## config.mk

```make
export PLATFORM = sky130hd
export DESIGN_NAME = lpf_decim_out
export DESIGN_NICKNAME = d
export VERILOG_FILES = /design/src/rtl/lpf_pkg.sv /design/src/rtl/lpf_decim_out_sync_fifo.sv /design/src/rtl/lpf_decim_out.sv
export SDC_FILE = /design/constraint.sdc
export NUM_CORES = 1
export LEC_CHECK = 0
export ABC_AREA = 1
export ABC_CLOCK_PERIOD_IN_PS = 3900
export BUFFER_PORTS_ARGS = -buffer_cell sky130_fd_sc_hd__clkbuf_2
export CAP_MARGIN = 15
export CORE_MARGIN = 2
export CORE_UTILIZATION = 36
export DETAILED_ROUTE_END_ITERATION = 7
export PLACE_DENSITY = 0.63
export SLEW_MARGIN = 20
export SYNTH_ARGS = -nofsm -noshare
export SYNTH_HDL_FRONTEND = slang
export SYNTH_SLANG_ARGS = --single-unit
export TNS_END_PERCENT = 1
```

## constraint.sdc

```tcl
create_clock -name clk -period 3.9 [get_ports clk]
set_input_delay 0 -clock clk [delete_from_list [all_inputs] [get_ports clk]]
set_output_delay 0 -clock clk [all_outputs]
set_load 0.01 [all_outputs]
```

## src/rtl/lpf_pkg.sv

```systemverilog
// rtl/lpf_pkg.sv - shared widths and round/saturate helpers for the low-pass filter output stages
// Contents:
//   IN_W, OUT_W, SHIFT  default filter output width, output word width, and rounding shift
//   OUT_MAX, OUT_MIN    clamp limits for an OUT_W-bit signed word
//   round_shift         adds half an LSB, then shifts right arithmetically (round half toward +inf)
//   round_clamps        1 when the rounded value falls outside the out_w-bit signed range
//   round_sat           rounded value clamped to the out_w-bit signed range
package lpf_pkg;

    localparam int IN_W    = 16;
    localparam int OUT_W   = 8;
    localparam int SHIFT   = 7;
    localparam int OUT_MAX = (1 << (OUT_W - 1)) - 1;
    localparam int OUT_MIN = -(1 << (OUT_W - 1));

    // A 32-bit int is wide enough for the IN_W+1 bit intermediate of any
    // filter width up to 30 bits, so one helper serves every stage.
    function automatic int round_shift(input int x, input int shift);
        return (x + (1 << (shift - 1))) >>> shift;
    endfunction

    function automatic logic round_clamps(input int x, input int shift, input int out_w);
        int r;
        r = round_shift(x, shift);
        return (r > (1 << (out_w - 1)) - 1) || (r < -(1 << (out_w - 1)));
    endfunction

    function automatic int round_sat(input int x, input int shift, input int out_w);
        int r;
        r = round_shift(x, shift);
        if (r > (1 << (out_w - 1)) - 1) begin
            r = (1 << (out_w - 1)) - 1;
        end else if (r < -(1 << (out_w - 1))) begin
            r = -(1 << (out_w - 1));
        end
        return r;
    endfunction

endpackage

```

## src/rtl/lpf_decim_out_sync_fifo.sv

```systemverilog
// rtl/lpf_decim_out_sync_fifo.sv - synchronous FIFO with extra-MSB pointers
// Ports:
//   clk, rst      clock and synchronous active-high reset (empties the FIFO)
//   push, din     write din; the caller never pushes while full unless it also pops
//   pop           drop the head entry; the caller never pops while empty
//   dout          head entry (undefined while empty)
//   full, empty   occupancy flags
module sync_fifo #(
    parameter int WIDTH = 8,
    parameter int DEPTH = 8
) (
    input  logic             clk,
    input  logic             rst,
    input  logic             push,
    input  logic [WIDTH-1:0] din,
    input  logic             pop,
    output logic [WIDTH-1:0] dout,
    output logic             full,
    output logic             empty
);

    localparam int AW = $clog2(DEPTH);

    logic [WIDTH-1:0] mem [DEPTH];
    logic [AW:0]      wr_ptr;
    logic [AW:0]      rd_ptr;

    // Equal indices: MSBs equal means empty, MSBs differing means the writer lapped the reader.
    assign empty = (wr_ptr == rd_ptr);
    assign full  = (wr_ptr[AW] != rd_ptr[AW]) && (wr_ptr[AW-1:0] == rd_ptr[AW-1:0]);
    assign dout  = mem[rd_ptr[AW-1:0]];

    always_ff @(posedge clk) begin
        if (rst) begin
            wr_ptr <= '0;
            rd_ptr <= '0;
        end else begin
            if (push) begin
                wr_ptr <= wr_ptr + (AW + 1)'(1);
            end
            if (pop) begin
                rd_ptr <= rd_ptr + (AW + 1)'(1);
            end
        end
    end

    always_ff @(posedge clk) begin
        if (push) begin
            mem[wr_ptr[AW-1:0]] <= din;
        end
    end

endmodule

```

## src/rtl/lpf_decim_out.sv

```systemverilog
// rtl/lpf_decim_out.sv - decimate, round/saturate and buffer the FIR low-pass output
// Ports:
//   clk, rst             clock and synchronous active-high reset
//   in_sample, in_en     signed filter output, valid when in_en=1
//   out_data, out_valid  head-of-FIFO word (0 when empty) and FIFO-not-empty
//   out_ready            consumer takes out_data at this edge
//   sat_flag             sticky: some word has been clamped since reset
//   drop_cnt             words lost to a full FIFO, saturating at 255
module lpf_decim_out #(
    parameter int IN_W  = lpf_pkg::IN_W,
    parameter int OUT_W = lpf_pkg::OUT_W,
    parameter int DECIM = 4,
    parameter int SHIFT = lpf_pkg::SHIFT,
    parameter int DEPTH = 8
) (
    input  logic                    clk,
    input  logic                    rst,
    input  logic signed [IN_W-1:0]  in_sample,
    input  logic                    in_en,
    output logic signed [OUT_W-1:0] out_data,
    output logic                    out_valid,
    input  logic                    out_ready,
    output logic                    sat_flag,
    output logic [7:0]              drop_cnt
);

    import lpf_pkg::*;

    localparam int PW = (DECIM > 1) ? $clog2(DECIM) : 1;

    logic [PW-1:0]          phase;
    logic                   keep;
    logic signed [IN_W-1:0] s1_data;
    logic                   s1_vld;
    logic [OUT_W-1:0]       s2_word;
    logic                   s2_clamp;
    logic                   fifo_push;
    logic                   fifo_pop;
    logic                   fifo_full;
    logic                   fifo_empty;
    logic                   drop;
    logic [OUT_W-1:0]       fifo_dout;

    assign keep = in_en && (phase == '0);

    always_ff @(posedge clk) begin
        if (rst) begin
            phase <= '0;
        end else if (in_en) begin
            if (phase == PW'(DECIM - 1)) begin
                phase <= '0;
            end else begin
                phase <= phase + PW'(1);
            end
        end
    end

    always_ff @(posedge clk) begin
        if (rst) begin
            s1_vld <= 1'b0;
        end else begin
            s1_vld <= keep;
        end
        if (keep) begin
            s1_data <= in_sample;
        end
    end

    assign s2_word  = OUT_W'(round_sat(int'(s1_data), SHIFT, OUT_W));
    assign s2_clamp = round_clamps(int'(s1_data), SHIFT, OUT_W);

    // A pop in the same cycle frees the slot, so a full FIFO only drops when nobody is reading.
    assign fifo_pop  = !fifo_empty && out_ready;
    assign fifo_push = s1_vld && (!fifo_full || fifo_pop);
    assign drop      = s1_vld && fifo_full && !fifo_pop;

    sync_fifo #(
        .WIDTH(OUT_W),
        .DEPTH(DEPTH)
    ) u_fifo (
        .clk  (clk),
        .rst  (rst),
        .push (fifo_push),
        .din  (s2_word),
        .pop  (fifo_pop),
        .dout (fifo_dout),
        .full (fifo_full),
        .empty(fifo_empty)
    );

    assign out_valid = !fifo_empty;
    assign out_data  = fifo_empty ? '0 : fifo_dout;

    always_ff @(posedge clk) begin
        if (rst) begin
            sat_flag <= 1'b0;
            drop_cnt <= '0;
        end else begin
            if (s1_vld && s2_clamp) begin
                sat_flag <= 1'b1;
            end
            if (drop && (drop_cnt != 8'hFF)) begin
                drop_cnt <= drop_cnt + 8'd1;
            end
        end
    end

endmodule

```

==> impl_metrics.json <==
{
  "vias": 2825,
  "end_kind": "flip-flop",
  "die_area_um2": 12680,
  "route.detailed.drc": 0,
  "cts_made_buffers": 9,
  "hold_class": "in -> reg",
  "io-pin-count": 38,
  "status": "complete, no violations",
  "slew_viol_final": 0,
  "tritoncts": "built",
  "grt_setup_unrepaired": "false",
  "die_h_um": 112.6,
  "fin_crit_ns": 2.196,
  "cts.sinks": 97,
  "synthDistinctLibCells": 33,
  "port_buffers": 31,
  "synthFlopType": "edfxtp_1",
  "synth_area_leaders": "edfxtp_1, dfxtp_1, nor2_1",
  "antenna_found_initial": 0,
  "syn-num-nets": 419,
  "cpMostUsedCell": "nand2_4",
  "crit_path_start": "u_fifo.wr_ptr[2]$_SDFFE_PP0P_",
  "syn_area_per_cell_um2": 10.80,
  "row_count": 39,
  "ff2ff_setup_slack_ns": 1.70,
  "relSlewSlack": 0.4175,
  "synth_top_area_frac": 0.5234,
  "synth-seq-cells": 97,
  "critPathLaunchType": "flip-flop",
  "r2r_cells": 7,
  "grt_pass1_wl_mm": 13.84,
  "crit_fanout": 10,
  "synth.largest_area_cell": "edfxtp_1",
  "cp-endpoint": "u_fifo.mem[0][3]$_DFFE_PP_",
  "syn_inst": 393,
  "drt_iter0_drc": 154,
  "ir_drop_mv": 0.3123,
  "core-area_um2": 11470,
  "cp_num_buf_inv": 1,
  "cts_setup_buffers": 0,
  "netlist_top_cells_count": "nor2_1, edfxtp_1, nand2_1",
  "grt_pass1_vias": 2738,
  "hold_ws_ns": 0.01387,
  "ctsHtreeMaxLevel": 3,
  "async_reset_ff_frac": 0,
  "finalSetupTns_ns": 0,
  "dr.pass1.iters": 4,
  "power_leakage_nw": 1.865,
  "die_w_um": 112.6,
  "root_buffer": "clkbuf_16",
  "start_util": 0.3702,
  "num_antenna_cells": 0,
  "syn_area_um2": 4245,
  "timing.rr.end": "u_fifo.mem[0][3]$_DFFE_PP_",
  "yosysMostFrequentCell": "nor2_1",
  "cp_data_required_time_ns": 3.86,
  "grt_max_degree": 33,
  "path_class": "reg -> reg",
  "synth_edf_count": 74,
  "layout.nets": 465,
  "max_cap_viol_count": 0,
  "routed_wl_mm": 8.248,
  "fin_ws_ns": 1.704,
  "dp_hpwl_mm": 5.581,
  "fmax_mhz": 455.3,
  "wl_per_cell_um": 14.05,
  "ant_nets": 0,
  "ys_seq_area_frac": 0.6319,
  "dp_slack_ns": 1.712,
  "reg2reg_from": "u_fifo.wr_ptr[2]$_SDFFE_PP0P_",
  "slowest_delay_ns": 0.67,
  "clockBufferDepth": 2,
  "grt_overflow": 0,
  "drive_gt1_frac": 0.1824,
  "clk_pin_slew_worst_paths_ns": 0.07,
  "setup_viol": 0,
  "vias_per_cell": 4.813,
  "track_usage": 0.1397,
  "yosys_warnings": 0,
  "gp_congestion": 0.7878,
  "worst_pin_slew_ns": 0.8705,
  "hold_viol_final": 0,
  "arrival_ns": 2.16,
  "worstSetupPathDepth": 7,
  "fin_skew_ns": 0.006518,
  "worstPathCellList": "xor2_1 -> nor2_4 -> nand2_4 -> nand2_4 -> inv_2 -> nand2_4 -> nor2_1",
  "area_growth_pct": 16.65,
  "path_delay_family": "simple AND/OR/NAND/NOR gates",
  "p_per_area_nw_per_um2": 486.7,
  "critPathSlowestCell": "nor2_1",
  "fin_crit_sh": 0.5631,
  "clk_latency_ns": 0.34
}
-- where the power goes --
group / switching [W] / internal, W
registers: 0.0000404 / 0.00115
clock network: 0.000372 / 0.000450
logic: 0.000254 / 0.000139
total: 0.000666 / 0.00174
-- sequential cells by signal, summed over array words and instances (netlist names), named ones only --
| signal | cells |
|---|---|
| u_fifo.rd_ptr | 4 |
| phase | 2 |
| u_fifo.wr_ptr | 4 |
| u_fifo.mem | 64 |
| s1_data | 10 |
| drop_cnt | 8 |
| s1_vld | 1 |
| sat_flag | 1 |
-- kinds of logic (layout without fill, tap and decap cells) --
logic type      count (synthesis)  count (layout)  synth area share
xor+xnor                       16              16           0.03301
flops                          97              97            0.6319
compound gates                 64              64           0.09225
fa+ha+maj                       6               6           0.01768
buf+inv                        39              90           0.03950
simple gates                  171             171            0.1857
-- worst register-to-register path: stages (launching register included) --
cell and delay [ns]:
dfxtp_1 0.44, xor2_1 0.27, nor2_4 0.09, nand2_4 0.10
nand2_4 0.10, inv_2 0.10, nand2_4 0.07, nor2_1 0.67
-- cell usage in the layout (no fill, tap or decap), types with 2 or more instances in the layout --
cell,Yosys,routed
a21oi_1,15,15
a21oi_2,2,2
buf_4,0,5
clkbuf_16,0,9
clkbuf_2,0,31
clkinv_2,1,3
clkinvlp_4,0,2
dfxtp_1,23,22
dlygate4sd3_1,0,11
edfxtp_1,74,74
ha_1,6,6
inv_1,22,22
inv_2,2,2
inv_6,1,2
nand2_1,46,46
nand2_2,3,3
nand2_4,6,6
nand3_1,13,13
nand3b_1,2,2
nand4_1,3,3
nor2_1,80,80
nor2_2,4,4
nor2_4,2,2
nor3_1,6,6
nor3_2,2,2
o21ai_0,27,27
o21ai_1,3,3
o32ai_1,16,16
or2_2,2,2
xnor2_1,6,6
xor2_1,10,10
-- how the worst min path moves through the flow --
stage                       startpoint                             to  slack [ns]  cells after the start
after floorplan                    rst       drop_cnt[7]$_SDFFE_PP0P_        0.07                      1
after global placement    in_sample[9]           s1_data[9]$_DFFE_PP_        0.18                      1
after detailed placement  in_sample[9]           s1_data[9]$_DFFE_PP_        0.18                      1
after CTS                    out_ready  u_fifo.rd_ptr[3]$_SDFFE_PP0P_       0.008                      4
after global routing         out_ready  u_fifo.rd_ptr[3]$_SDFFE_PP0P_        0.03                      4
final                        out_ready  u_fifo.rd_ptr[3]$_SDFFE_PP0P_        0.01                      4
-- routing by layer --
layer,vias up,part of all wire,global-route usage
met2,57,0.46,0.2148
met5,-,0,0
met1,1307,0.49,0.1939
met4,0,0.0080,0.03821
li1,1456,-,-
met3,5,0.041,0.04104
-- stage by stage --
stage               instances    util  area, um2  total power [W]
floorplan                 393       -       4245         0.001474
detailed placement        560  0.3976       4559         0.001604
global route              587  0.4319       4952         0.002530
finish                    587  0.4319       4952         0.002410
CTS                       587  0.4318       4951         0.002439
global placement          560  0.3976       4559         0.001593
-- what timing repair did --
action / CTS / global route
hold endpoints to repair: 12 / 0
hold buffers: 11 / 0
gates resized for setup: 0 / 0
-- cell type report --
| cell class | count | area (um2) |
|---|---|---|
| fill | 1084 | 6515 |
| multi-input combinational | 257 | 1395 |
| sequential | 97 | 2684 |
| tap | 143 | 178.9 |
| timing repair buffer | 47 | 302.8 |
| clock buffer | 10 | 239.0 |
| inverter | 27 | 110.1 |
| clock inverter | 6 | 42.54 |
Note: power is estimated with default switching activity, not from simulation.
